$ cat config.mk
export PLATFORM = sky130hd
export DESIGN_NAME = alu_result_stage_flat
export DESIGN_NICKNAME = d
export VERILOG_FILES = /design/src/rtl/alu_result_stage_if.sv /design/src/rtl/alu_result_stage.sv /design/src/flat_wrapper.sv
export SDC_FILE = /design/constraint.sdc
export NUM_CORES = 1
export LEC_CHECK = 0
export BUFFER_PORTS_ARGS = -buffer_cell sky130_fd_sc_hd__buf_4
export CAP_MARGIN = 20
export CELL_PAD_IN_SITES_DETAIL_PLACEMENT = 0
export CELL_PAD_IN_SITES_GLOBAL_PLACEMENT = 1
export CORE_MARGIN = 2
export CORE_UTILIZATION = 30
export DETAILED_ROUTE_END_ITERATION = 12
export PLACE_DENSITY = 0.76
export SETUP_SLACK_MARGIN = 0.05
export SLEW_MARGIN = 30
export SYNTH_ARGS = -nofsm -noshare
export SYNTH_HDL_FRONTEND = slang
export SYNTH_SLANG_ARGS = --single-unit
$ cat constraint.sdc
create_clock -name clk -period 1.7 [get_ports clk]
set_clock_uncertainty 0.05 [all_clocks]
set_input_delay 0.255 -clock clk [delete_from_list [all_inputs] [get_ports clk]]
set_output_delay 0.255 -clock clk [all_outputs]
set_load 0.05 [all_outputs]
$ cat src/rtl/alu_result_stage_if.sv
// Signal bundle between the ALU result stage, the ALU and the Z consumer.
// master is the stage itself; slave is the surrounding datapath.
interface alu_result_stage_if;
  logic        start;
  logic [3:0]  opcode_in;
  logic [63:0] alu_result;
  logic [3:0]  alu_opcode;
  logic        alu_exec;
  logic        busy;
  logic [31:0] zlo;
  logic [31:0] zhi;
  logic        z_valid;
  logic        z_ready;
  logic        lo_we;
  logic        hi_we;
  logic        illegal_op;

  modport master (
    input  start,
    input  opcode_in,
    input  alu_result,
    input  z_ready,
    output alu_opcode,
    output alu_exec,
    output busy,
    output zlo,
    output zhi,
    output z_valid,
    output lo_we,
    output hi_we,
    output illegal_op
  );

  modport slave (
    output start,
    output opcode_in,
    output alu_result,
    output z_ready,
    input  alu_opcode,
    input  alu_exec,
    input  busy,
    input  zlo,
    input  zhi,
    input  z_valid,
    input  lo_we,
    input  hi_we,
    input  illegal_op
  );
endinterface

$ cat src/rtl/alu_result_stage.sv
// Sequences one ALU operation: exec, settle, capture into Z,
// then offer Z to the datapath until the consumer takes it.
module alu_result_stage #(
  parameter int unsigned SETTLE_CYCLES = 2,
  parameter int unsigned MULDIV_CYCLES = 4
) (
  input logic                clk,
  input logic                clr_n,
  alu_result_stage_if.master bus
);

  typedef enum logic [1:0] {
    IDLE,
    EXEC,
    CAPTURE,
    HOLD
  } state_t;

  localparam logic [3:0] OP_MUL = 4'b1011;
  localparam logic [3:0] OP_DIV = 4'b1100;
  localparam logic [3:0] N_SET  = 4'(SETTLE_CYCLES);
  localparam logic [3:0] N_MD   = 4'(MULDIV_CYCLES);

  state_t      state;
  state_t      state_d;
  logic [3:0]  cnt;
  logic [3:0]  cnt_d;
  logic [3:0]  opc;
  logic [3:0]  opc_d;
  logic [31:0] zlo;
  logic [31:0] zlo_d;
  logic [31:0] zhi;
  logic [31:0] zhi_d;
  logic        zv;
  logic        zv_d;
  logic        we;
  logic        we_d;
  logic        ill;
  logic        ill_d;

  logic in_md;
  logic in_ill;
  logic cur_md;

  assign in_md  = (bus.opcode_in == OP_MUL) ||
                  (bus.opcode_in == OP_DIV);
  assign in_ill = bus.opcode_in > OP_DIV;
  assign cur_md = (opc == OP_MUL) || (opc == OP_DIV);

  always_comb begin
    state_d = state;
    cnt_d   = cnt;
    opc_d   = opc;
    zlo_d   = zlo;
    zhi_d   = zhi;
    zv_d    = zv;
    we_d    = 1'b0;
    ill_d   = ill;
    unique case (state)
      IDLE: begin
        if (bus.start) begin
          opc_d = bus.opcode_in;
          ill_d = 1'b0;
          if (in_ill) begin
            state_d = HOLD;
            zlo_d   = '0;
            zhi_d   = '0;
            ill_d   = 1'b1;
            zv_d    = 1'b1;
          end else begin
            state_d = EXEC;
            cnt_d   = in_md ? N_MD : N_SET;
          end
        end
      end
      EXEC: begin
        cnt_d = cnt - 4'd1;
        if (cnt == 4'd1) begin
          state_d = CAPTURE;
        end
      end
      CAPTURE: begin
        // single-width ops never carry a meaningful high word
        zlo_d   = bus.alu_result[31:0];
        zhi_d   = cur_md ? bus.alu_result[63:32] : '0;
        zv_d    = 1'b1;
        we_d    = cur_md;
        state_d = HOLD;
      end
      HOLD: begin
        if (zv && bus.z_ready) begin
          zv_d    = 1'b0;
          state_d = IDLE;
        end
      end
      default: begin
        state_d = IDLE;
      end
    endcase
  end

  always_ff @(posedge clk) begin
    if (!clr_n) begin
      state <= IDLE;
      cnt   <= '0;
      opc   <= '0;
      zlo   <= '0;
      zhi   <= '0;
      zv    <= 1'b0;
      we    <= 1'b0;
      ill   <= 1'b0;
    end else begin
      state <= state_d;
      cnt   <= cnt_d;
      opc   <= opc_d;
      zlo   <= zlo_d;
      zhi   <= zhi_d;
      zv    <= zv_d;
      we    <= we_d;
      ill   <= ill_d;
    end
  end

  assign bus.alu_opcode = opc;
  assign bus.alu_exec   = (state == EXEC) ||
                          (state == CAPTURE);
  assign bus.busy       = state != IDLE;
  assign bus.zlo        = zlo;
  assign bus.zhi        = zhi;
  assign bus.z_valid    = zv;
  assign bus.lo_we      = we;
  assign bus.hi_we      = we;
  assign bus.illegal_op = ill;

endmodule

$ cat src/flat_wrapper.sv
// flat-port wrapper written by rule: the top's interface ports become plain ports
module alu_result_stage_flat 
#(
  parameter int unsigned SETTLE_CYCLES = 2,
  parameter int unsigned MULDIV_CYCLES = 4
)
  (clk, clr_n, bus_start, bus_opcode_in, bus_alu_result, bus_z_ready, bus_alu_opcode, bus_alu_exec, bus_busy, bus_zlo, bus_zhi, bus_z_valid, bus_lo_we, bus_hi_we, bus_illegal_op);
  alu_result_stage_if bus_i ();
  input logic clk;
  input logic clr_n;
  input wire logic [$bits(bus_i.start)-1:0] bus_start;
  input wire logic [$bits(bus_i.opcode_in)-1:0] bus_opcode_in;
  input wire logic [$bits(bus_i.alu_result)-1:0] bus_alu_result;
  input wire logic [$bits(bus_i.z_ready)-1:0] bus_z_ready;
  output wire logic [$bits(bus_i.alu_opcode)-1:0] bus_alu_opcode;
  output wire logic [$bits(bus_i.alu_exec)-1:0] bus_alu_exec;
  output wire logic [$bits(bus_i.busy)-1:0] bus_busy;
  output wire logic [$bits(bus_i.zlo)-1:0] bus_zlo;
  output wire logic [$bits(bus_i.zhi)-1:0] bus_zhi;
  output wire logic [$bits(bus_i.z_valid)-1:0] bus_z_valid;
  output wire logic [$bits(bus_i.lo_we)-1:0] bus_lo_we;
  output wire logic [$bits(bus_i.hi_we)-1:0] bus_hi_we;
  output wire logic [$bits(bus_i.illegal_op)-1:0] bus_illegal_op;
  assign bus_i.start = bus_start;
  assign bus_i.opcode_in = bus_opcode_in;
  assign bus_i.alu_result = bus_alu_result;
  assign bus_i.z_ready = bus_z_ready;
  assign bus_alu_opcode = bus_i.alu_opcode;
  assign bus_alu_exec = bus_i.alu_exec;
  assign bus_busy = bus_i.busy;
  assign bus_zlo = bus_i.zlo;
  assign bus_zhi = bus_i.zhi;
  assign bus_z_valid = bus_i.z_valid;
  assign bus_lo_we = bus_i.lo_we;
  assign bus_hi_we = bus_i.hi_we;
  assign bus_illegal_op = bus_i.illegal_op;
  alu_result_stage #(.SETTLE_CYCLES(SETTLE_CYCLES), .MULDIV_CYCLES(MULDIV_CYCLES)) u_core (.clk(clk), .clr_n(clr_n), .bus(bus_i));
endmodule
==> flow_summary.json <==
{
  "outcome": "finished clean",
  "finalSetupViolations": 0,
  "yosysTopAreaCellShare": 0.510,
  "yosys-top-cells-count": "dfxtp_1, a21oi_1, nand2_1, nand3b_1, a22o_1",
  "synthAdderAreaFrac": 0.0331,
  "cp.arrival_ns": 1.32,
  "fin_crit_sh": 0.958,
  "min_path_cells": 2,
  "syn_area_um2": 3020,
  "antenna_found_initial": 0,
  "worstRegToRegCells": 8,
  "syn_inst": 304,
  "synthArstFlopShare": 0,
  "leakage_nw": 2.00,
  "cts.sink_count": 77,
  "start_util": 0.309,
  "post_route_cells_drive_above_1_share": 0.445,
  "area_growth_pct": 54.2,
  "slew_headroom": 0.747,
  "gp_congestion": 0.764,
  "path_max_fanout": 4,
  "whs_ns": 0.0709,
  "synth-xor-area-share": 0,
  "p_per_area_nw_per_um2": 1240,
  "syn_avg_cell_area_um2": 9.95,
  "dp.cells": 573,
  "place_hpwl_um": 5650,
  "drc": 0,
  "numCtsBuffers": 9,
  "synth_compound_area_frac": 0.210,
  "synth_area_leader_cell": "dfxtp_1",
  "crit_path_end_kind": "primary output",
  "numPortBuffers": 145,
  "yosysUniqueCellTypes": 37,
  "drt-wirelength-per-cell_um": 14.3,
  "hold_path.class": "input port to register",
  "timing.fmax_ghz": 0.614,
  "clock_path_buffers": 2,
  "cts_max_level": 3,
  "whs_endpoint": "u_core.bus.zhi[24]",
  "crit_start": "u_core.state[1]",
  "antenna_cells": 0,
  "rows": 36,
  "drt-vias-per-instance": 4.82,
  "reg2reg_to": "u_core.bus.zhi[3]",
  "die-width_um": 104,
  "drt_iter0_drc": 142,
  "grtUsageTotal": 0.148,
  "r2r_slack_ns": 0.09,
  "cp_data_required_time_ns": 1.39,
  "grt_overflow_total": 0,
  "synth_edf_count": 0,
  "worstHoldStart": "bus_alu_result[56]",
  "nets": 536,
  "grt_pass1_wl_um": 13300,
  "drtAntennaViolNets": 0,
  "worst_pin_slew_ns": 0.379,
  "synthTopCellsByArea": "dfxtp_1, a22o_1, nand3b_1, a21oi_1, nand2_1",
  "peakVddDrop_v": 0.000553,
  "final_max_slew_viol_count": 0,
  "drt-total-wl_um": 8480,
  "yosysMostFrequentCell": "dfxtp_1",
  "ios": 146,
  "core-area_um2": 9770,
  "maxCapViolations": 0,
  "drt-pass1-iter-count": 4,
  "die_h_um": 104,
  "muxShareOfSynthArea": 0.00331,
  "synthSimpleGateAreaFrac": 0.182,
  "synth_seq_area_share": 0.510,
  "synth_ff_type": "dfxtp_1",
  "synth.ff_latch_count": 77,
  "die_area_um2": 10900,
  "fin_crit_ns": 1.63,
  "vias": 2865,
  "synth_nets": 384,
  "grt_pass1_vias": 2864,
  "fillers": 937,
  "clk_pin_slew_ns": 0.09,
  "path_class": "register to primary output",
  "hold_violations": 0,
  "synth_warnings": 0,
  "cts_tree": "done",
  "cts_root_buf": "clkbuf_8",
  "grt_max_degree": 61,
  "clock_latency_ns": 0.35,
  "rsz0062_at_grt": "yes",
  "stdcell_count": 594,
  "start_kind": "register",
  "synth_top_family_by_area": "compound AO/OA/AOI/OAI gates",
  "r2r-start": "u_core.state[1]"
}
cells by family (layout without fill, tap and decap cells):
kind of cell | after synthesis | count (layout)
AND/OR/NAND/NOR | 98 | 98
multiplexers | 1 | 1
AO/OA/AOI/OAI | 88 | 88
flip-flops | 77 | 77
buffers and inverters | 32 | 189
adder cells (fa/ha/maj) | 8 | 8
worst max-delay path by stage:
stage                   endpoint  slack (ns)  depth (start not counted)
6_report                bus_busy        0.07                          5
5_1_grt                 bus_busy        0.01                          5
4_1_cts                 bus_busy        0.04                          5
3_5_place_dp     u_core.state[1]      0.0006                          6
3_3_place_gp       u_core.cnt[1]        0.05                          8
2_1_floorplan  u_core.bus.zhi[0]       -0.19                          9
sequential cells by signal, summed over array words and instances (netlist names):
name                   cells
u_core.bus.zhi            32
u_core.bus.hi_we           1
u_core.bus.illegal_op      1
u_core.state               2
u_core.cnt                 4
u_core.bus.z_valid         1
u_core.bus.zlo            32
u_core.bus.alu_opcode      4
power by group:
group	total (W)	internal, W	switching [W]	leakage (nW)
combinational	0.00232	0.00102	0.00130	1.28
sequential	0.00203	0.00193	0.000100	0.623
clock	0.00144	0.000729	0.000710	0.103
worst max-delay path, cell delays in order (launching register included):
cell and delay, ns:
dfxtp_4 0.37, inv_4 0.07, ha_4 0.15, clkinvlp_4 0.12
buf_6 0.14, buf_8 0.14
cell type report:
| cell class | instances | area (um^2) | area share |
|---|---|---|---|
| clock inverter | 6 | 68.8 | 0.0148 |
| clock buffer | 10 | 138 | 0.0295 |
| inverter | 6 | 31.3 | 0.00671 |
| timing repair buffer | 167 | 1350 | 0.290 |
| multi-input combinational | 195 | 1360 | 0.292 |
| sequential | 77 | 1550 | 0.332 |
| tap | 133 | 166 | 0.0357 |
placed cells by master, fill, tap and decap left out, types with 3 or more instances in the layout:
master and count:
clkbuf_8 10, nand3_1 6, nand2_1 39, buf_12 4, nand3b_1 34, nor3_1 3, ha_1 6, a21oi_2 6
nor2_1 5, buf_4 159, dfxtp_1 74, a21oi_1 36, a22o_1 32, nor2b_1 3
repair_timing:
| action | CTS | global route |
|---|---|---|
| hold buffers | 0 | 0 |
| pin swaps | 1 | 7 |
| setup endpoints to repair | 4 | 56 |
| gates resized for setup | 5 | 13 |
| cloned | 0 | 2 |
| hold endpoints to repair | 0 | 0 |
| setup buffers | 0 | 3 |
per-layer routing:
layer  track usage  routed length, um  vias to the layer above
met5             0                  0                        -
met4        0.0473                110                        0
met3        0.0533                703                       11
met2         0.248               4000                      127
met1         0.177               3670                     1338
li1              -                  -                     1389
stage by stage:
| step | setup WS [ns] | cell area, um^2 | setup TNS (ns) | util | total power, W |
|---|---|---|---|---|---|
| after global routing | 0.0147 | 4660 | 0 | 0.477 | 0.00610 |
| after global placement | 0.0491 | 4300 | 0 | 0.440 | 0.00409 |
| after floorplan | -0.188 | 3080 | -8.94 | - | 0.00350 |
| final | 0.0713 | 4660 | 0 | 0.477 | 0.00579 |
| after detailed placement | 0.000592 | 4300 | 0 | 0.440 | 0.00411 |
| after CTS | 0.0415 | 4530 | 0 | 0.464 | 0.00565 |
Note: power is estimated with default switching activity, not from simulation.
